==> src/rtl/mult_pkg.sv <==
// Shared definitions for the sequential shift-add multiplier.
package mult_pkg;

    localparam int unsigned N_DEF = 4;
    localparam int unsigned CNT_W = $clog2(N_DEF + 1);

    typedef enum logic [1:0] {
        IDLE = 2'd0,
        CALC = 2'd1,
        DONE = 2'd2
    } state_t;

endpackage

==> src/rtl/multi_four_bit_add_nbit.sv <==
// N-bit ripple-carry adder with carry out, used for the partial-product accumulate.
module add_nbit #(
    parameter int unsigned N = 4
) (
    input  logic [N-1:0] a_i,
    input  logic [N-1:0] b_i,
    output logic [N-1:0] sum_o,
    output logic         cout_o
);

    logic [N:0] carry;

    // Ripple the carry bit by bit from LSB to MSB.
    always_comb begin
        carry  = '0;
        sum_o  = '0;
        for (int unsigned i = 0; i < N; i++) begin
            sum_o[i]   = a_i[i] ^ b_i[i] ^ carry[i];
            carry[i+1] = (a_i[i] & b_i[i]) | (carry[i] & (a_i[i] ^ b_i[i]));
        end
        cout_o = carry[N];
    end

endmodule

==> src/rtl/multi_four_bit.sv <==
// Sequential NxN unsigned shift-add multiplier with a 2N-bit registered product.
module multi_four_bit
    import mult_pkg::*;
#(
    parameter int unsigned N = N_DEF
) (
    input  logic           clk,
    input  logic           rst_n,
    input  logic           start,
    input  logic [N-1:0]   a,
    input  logic [N-1:0]   b,
    output logic [2*N-1:0] p,
    output logic           busy,
    output logic           done
);

    localparam int unsigned CW = $clog2(N + 1);

    state_t           state_q, state_d;
    logic [N-1:0]     mcand_q, mcand_d;
    logic [2*N-1:0]   acc_q,   acc_d;
    logic [2*N-1:0]   p_q,     p_d;
    logic [CW-1:0]    cnt_q,   cnt_d;

    logic [N-1:0]     addend;
    logic [N-1:0]     sum;
    logic             cout;
    logic             last_iter;

    assign addend    = acc_q[0] ? mcand_q : '0;
    assign last_iter = (cnt_q == CW'(N - 1));

    add_nbit #(.N(N)) u_add (
        .a_i    (acc_q[2*N-1:N]),
        .b_i    (addend),
        .sum_o  (sum),
        .cout_o (cout)
    );

    // State register and datapath registers, cleared asynchronously.
    always_ff @(posedge clk or negedge rst_n) begin
        if (!rst_n) begin
            state_q <= IDLE;
            mcand_q <= '0;
            acc_q   <= '0;
            p_q     <= '0;
            cnt_q   <= '0;
        end else begin
            state_q <= state_d;
            mcand_q <= mcand_d;
            acc_q   <= acc_d;
            p_q     <= p_d;
            cnt_q   <= cnt_d;
        end
    end

    // Next-state logic: accept start only in IDLE, run N iterations, one DONE cycle.
    always_comb begin
        state_d = state_q;
        case (state_q)
            IDLE:    if (start) state_d = CALC;
            CALC:    if (last_iter) state_d = DONE;
            DONE:    state_d = IDLE;
            default: state_d = IDLE;
        endcase
    end

    // Datapath next values: operand capture, shift-add iteration, product update.
    always_comb begin
        mcand_d = mcand_q;
        acc_d   = acc_q;
        p_d     = p_q;
        cnt_d   = cnt_q;
        case (state_q)
            IDLE: begin
                if (start) begin
                    mcand_d = a;
                    acc_d   = {{N{1'b0}}, b};
                    cnt_d   = '0;
                end
            end
            CALC: begin
                // Carry out sits at the top so the shift keeps the full N+1-bit sum.
                acc_d = {cout, sum, acc_q[N-1:1]};
                cnt_d = cnt_q + CW'(1);
                if (last_iter) p_d = {cout, sum, acc_q[N-1:1]};
            end
            default: ;
        endcase
    end

    // Moore outputs decoded from the registered state.
    always_comb begin
        busy = (state_q == CALC);
        done = (state_q == DONE);
    end

    assign p = p_q;

endmodule

==> config.mk <==
export PLATFORM = sky130hd
export DESIGN_NAME = multi_four_bit
export DESIGN_NICKNAME = d
export VERILOG_FILES = /design/src/rtl/mult_pkg.sv /design/src/rtl/multi_four_bit_add_nbit.sv /design/src/rtl/multi_four_bit.sv
export SDC_FILE = /design/constraint.sdc
export NUM_CORES = 1
export LEC_CHECK = 0
export CORE_ASPECT_RATIO = 0.7
export CORE_MARGIN = 2
export CORE_UTILIZATION = 54
export DETAILED_ROUTE_END_ITERATION = 6
export GPL_TIMING_DRIVEN = 0
export PLACE_DENSITY = 0.92
export SYNTH_ARGS = -nofsm -noshare
export SYNTH_HDL_FRONTEND = slang
export SYNTH_SLANG_ARGS = --single-unit
==> constraint.sdc <==
create_clock -name clk -period 4.6 [get_ports clk]
set_input_delay 0.92 -clock clk [delete_from_list [all_inputs] [get_ports clk]]
set_output_delay 0.92 -clock clk [all_outputs]
set_load 0.01 [all_outputs]
==> qor.csv <==
stage;metric;value;unit
die;Starting Density;0.587;
yosys;syn_nets;115;
global_route;vias in the first global route;813;
timing;final hold vios;0;
die;Die Y;42.2;um
yosys;area of the mapped netlist;1130;um2
cells_and_area;fin cells;144;
timing;Worst Tran Pin Value;1090;ps
route;via count;803;
yosys;Synth Register Bits;25;
place;dpl hpwl;1.71;mm
route;post-route ant nets;0;
timing;Final TNS setup;0;ps
outcome;violated checks;design-rule violations;
timing;fmax;395;MHz
timing;RSZ-0062 raised after global routing;no;
worst_hold_path;Hold WC Path Type;reg2reg;
outcome;status;complete, but fails checks;
clocking;Post-CTS Resized;0;
yosys;post-synthesis area per instance;11.5;um2
timing;worst hold margin;496;ps
global_route;largest net degree at the start of global routing;26;
cells_and_area;P&R area growth vs syn;22.5;%
route;initial detailed-routing violation count;66;
setup_path;FF-to-FF setup slack;2350;ps
clocking;setup bufs post-CTS;0;
setup_path;sequence of cells on the critical path;inv_1, nor2_1, clkdlybuf4s50_1;
power;maximum VDD drop;0.308;mV
clocking;clock slew at reported path FFs;120;ps
yosys;Yosys warnings;0;
timing;Slew Limit Fails;0;
worst_hold_path;hold wc startpoint;p[5];
setup_path;reg-to-reg critical path startpoint;acc_q[0];
clocking;Clock Tree Buf Depth;2;
place;Placed Cells;140;
die;io pins;21;
setup_path;crit path max fanout;7;
clocking;Clock Sinks;25;
route;DRC viols;1;
cells_and_area;nets;140;
yosys;Cells after Synth;98;
clocking;CTS Hold Bufs;0;
cells_and_area;post-route cell area;1380;um2
place;# port buffers;20;
worst_hold_path;WHS Endpoint;p[5];
place;GPL Wtd Cong;0.847;
worst_hold_path;hold depth;2;
job;Max-cap violations;0;
timing;Slew headroom;0.270;
timing;final setup fails;0;
power;pwr dens;675;nW/um2
global_route;initial antenna violation count;0;
setup_path;Worst Path Required;3680;ps
setup_path;CP max-delay cell;clkdlybuf4s50_1;
timing;final worst path period share;0.550;
global_route;grt total ovfl;0;
setup_path;Critical Path Max Stage Delay;560;ps
cells_and_area;commonest non-fill, non-tap cell in the layout;dfrtp_1;
setup_path;CP endpoint kind;output port;
place;Area after DPL;1360;um2
route;Wirelength per Cell;15.8;um
setup_path;Worst setup SP type;flip-flop;
timing;fin worst setup slack;2070;ps
timing;clock period minus worst slack;2530;ps
place;DP Worst Slack;2180;ps
die;core region area;1920;um2
clocking;CTS tree;built;
timing;Max Clock Skew;1.36;ps
cells_and_area;commonest non-fill, non-tap cells in the layout;25 x dfrtp_1, 20 x clkdlybuf4s50_1, 13 x nand2_1;
setup_path;critical path type;reg2out;
die;DIE WIDTH;58.6;um
global_route;global-route wire length before repair;3.83;mm
route;final wirelength;2.27;mm
power;leakage power;0.619;nW
clocking;Root Driver;clkbuf_4;
global_route;Total GRT Usage;0.212;
setup_path;end of the worst register-to-register path;acc_q[6];
setup_path;CP Data Arrival Time;1610;ps
clocking;TritonCTS buffer count;3;
route;DR vias/cell;5.58;
cells_and_area;antenna cell count;0;
clocking;Worst-Skew Late Latency;320;ps
setup_path;R2R cell count;7;
die;die area;2470;um2
die;Site Rows;13;
clocking;H-tree level count;1;
yosys;Seq/Total Area, Yosys;0.555;
cells_and_area;layout cell share with drive strength beyond 1;0.139;
yosys;Synth cell types;21;
route;drt pass-1 iters;6;
## worst max path at each step
stage                from  cells after the start         end
2_1_floorplan    acc_q[0]                      7    acc_q[6]
3_3_place_gp        start                      4  mcand_q[3]
3_5_place_dp        start                      4  mcand_q[0]
4_1_cts        state_q[1]                      3        busy
5_1_grt        state_q[1]                      3        busy
6_report       state_q[1]                      3        done
## through the flow
| stage | util | power, mW |
|---|---|---|
| 2_1_floorplan | - | 0.659 |
| 3_3_place_gp | 0.706 | 0.801 |
| 3_5_place_dp | 0.706 | 0.840 |
| 4_1_cts | 0.720 | 0.935 |
| 5_1_grt | 0.720 | 1.00 |
| 6_report | 0.720 | 0.932 |
## report_power, final
part           switching (mW)  internal [mW]  leakage (nW)  total [mW]
combinational           0.222          0.224         0.299       0.446
sequential             0.0678          0.323         0.305       0.391
clock                  0.0608         0.0340        0.0150      0.0948
## cell usage after synthesis
library cell / n / area share
dfrtp_1: 25 / 0.55
nand2_1: 13 / 0.043
inv_1: 10 / 0.033
o21ai_0: 10 / 0.044
mux2_2: 8 / 0.080
o22ai_1: 6 / 0.033
a21oi_1: 5 / 0.022
fa_1: 3 / 0.053
ha_1: 3 / 0.033
buf_2: 2 / 0.0089
nand2b_1: 2 / 0.011
nor2_1: 2 / 0.0067
a22o_1: 1 / 0.0078
and2_1: 1 / 0.0056
buf_6: 1 / 0.010
nand3b_4: 1 / 0.018
nor2_2: 1 / 0.0056
nor2b_1: 1 / 0.0056
o21ai_1: 1 / 0.0044
o21bai_2: 1 / 0.010
or4b_1: 1 / 0.0089
## state kept, by name (all words and copies together) (netlist names)
register and cells:
acc_q 8, p 8, mcand_q 4, cnt_q 3, state_q 2
## routing by layer
metal / part of all wire / up-vias / track usage
met5: 0 / - / 0
met4: 0.013 / 0 / 0.0545
met3: 0.055 / 5 / 0.0556
met2: 0.49 / 26 / 0.357
met1: 0.44 / 393 / 0.272
li1: - / 379 / -
## worst max-delay path: cells and delay by family (launching register included)
| family | cells | cell delay [ps] |
|---|---|---|
| buffers and inverters | 2 | 690 |
| DFF | 1 | 480 |
| and+or+nand+nor | 1 | 120 |
## logic make-up after synthesis
| kind of cell | count (synthesis) | synth area share |
|---|---|---|
| muxes | 8 | 0.0799 |
| adders and majority gates | 6 | 0.0866 |
| DFF | 25 | 0.555 |
| buffers and inverters | 13 | 0.0522 |
| and+or+nand+nor | 22 | 0.104 |
| AOI/OAI and AO/OA | 24 | 0.122 |
## final cells by class
type | instances | area, um2
Timing Repair Buffer | 20 | 200
Fill cell | 139 | 538
Buffer | 3 | 21.3
Inverter | 10 | 37.5
Tap cell | 22 | 27.5
Sequential cell | 25 | 626
Clock buffer | 4 | 26.3
Multi-Input combinational cell | 60 | 443
Power figures use the tool's default switching activity.
==> RTL edit, RTL diff (same flow settings) <==
Re-encode `state_t` (3 states) as one-hot, 3 bits wide.
--- a/src/rtl/mult_pkg.sv
+++ b/src/rtl/mult_pkg.sv
@@ -6,6 +6,6 @@
 
-    typedef enum logic [1:0] {
-        IDLE = 2'd0,
-        CALC = 2'd1,
-        DONE = 2'd2
+    typedef enum logic [2:0] {
+        IDLE = 3'b001,
+        CALC = 3'b010,
+        DONE = 3'b100
     } state_t;
Behaviour: no difference found for any inputs over 10 cycles, from zero or initial values and one cycle with rst_n low; not proved beyond that.
==> RTL edit against the unedited design <==
Worst setup slack got worse by 0.39 ns. Register-to-register slack got worse by 0.05 ns. Critical path depth rose by 2. Cell area rose by 4.2%. Sequential share of layout area barely moved. Die area rose by 3.7%. Synthesized area rose by 4.0%. Routed wire length fell by 12%. Hold slack improved by 0.0032 ns. Power fell by 16%. Sequential cell count rose by 1. Synthesized cell count fell by 10%. Final cell count fell by 5.6%.
==> RTL edit: results (changes against the unedited design) <==
GRT Util Overall=0.189 (-0.0225); GPL Wtd Cong=0.706 (-17%); fraction of layout cells with a size suffix above 1=0.196 (+0.0571); fillers=159 (+14%); crit path DAT=2.00 ns (+0.39 ns); first-pass GRT wire length=3410 um (-11%); router iterations before antenna repair=4 (-2); worst slew pin tran=1.09 ns (+0.00176 ns); DR iter-0 viols=25 (-62%); list of most frequent post-synthesis cells=dfrtp_1 (25), nand2_1 (11), mux2_2 (8), o21ai_0 (8), inv_1 (6); crit-path max FO=10 (+3); largest net degree at the start of global routing=27 (+3.8%); via count=715 (-11%); final WL=2000 um (-12%); Setup Skew=0.00449 ns (+0.00313 ns); status=finished, final reports clean; vias in the first global route=734 (-9.7%); flop2flop setup slack=2.30 ns (-0.05 ns); syn nets=105 (-8.7%); FF-to-FF End=p[6]$_DFFE_PN0P_; initial antenna violation count=0 (unchanged); dominant cells by area after synthesis=dfrtp_1 (53%), mux2_2 (7.7%), fa_1 (5.1%); hold path endpoint=p[4]$_DFFE_PN0P_; Distinct cells, synth=22 (+4.8%); hold_sp=p[4]$_DFFE_PN0P_; Static Leak=0.000621 uW (+0.35%); Final nets=130 (-7.1%); Peak VDD IR=0.335 mV (+9.0%)
RTL edit: power breakdown:
group          total (uW)  leakage, uW  internal, uW  switching (uW)
sequential            365     0.000339           313            51.7
clock                 113    0.0000210          48.4            65.0
combinational         300     0.000261           161             138
total                 778     0.000621           523             255
RTL edit: critical path, stage by stage, from the launching register on:
cell	delay, ns
dfrtp_1	0.42
or3b_1	0.40
buf_6	0.16
clkinv_8	0.05
buf_6	0.12
clkdlybuf4s50_1	0.54
RTL edit: area by class of cell:
class	instances	area, um2	area share
well taps	24	30.0	0.0209
flip-flops and latches	26	652	0.453
multi-input cells	51	443	0.308
inverters	7	38.8	0.0270
clock buffers	4	36.3	0.0252
repair buffers	20	200	0.139
plain buffers	4	38.8	0.0270
RTL edit: worst max path at each step:
stage	startpoint	end	slack, ns	cells past startpoint
finish	state_q[2]$_DFFE_PN0P_	busy	1.68	5
global route	state_q[2]$_DFFE_PN0P_	busy	1.61	5
CTS	state_q[2]$_DFFE_PN0P_	busy	1.67	5
detailed placement	state_q[2]$_DFFE_PN0P_	busy	2.05	5
global placement	state_q[2]$_DFFE_PN0P_	busy	2.07	5
floorplan	acc_q[0]$_DFFE_PN0P_	p[6]$_DFFE_PN0P_	2.50	7
RTL edit: metrics by stage:
stage,std cells,power (uW)
3_5_place_dp,132,676
5_1_grt,136,837
4_1_cts,136,789
6_report,136,778
3_3_place_gp,132,651
2_1_floorplan,88,563
RTL edit: routing by layer:
layer | up-vias | track usage | routed length [um]
li1 | 349 | - | -
met1 | 343 | 0.253 | 909
met2 | 21 | 0.296 | 967
met3 | 2 | 0.0640 | 107
met4 | 0 | 0.0533 | 11
met5 | - | 0 | 0
RTL edit: cells by family after synthesis:
| kind of cell | synth area share |
|---|---|
| DFF | 0.556 |
| and+or+nand+nor | 0.0843 |
| AOI/OAI and AO/OA | 0.0864 |
| muxes | 0.124 |
| buffers and inverters | 0.0662 |
| adders and majority gates | 0.0832 |
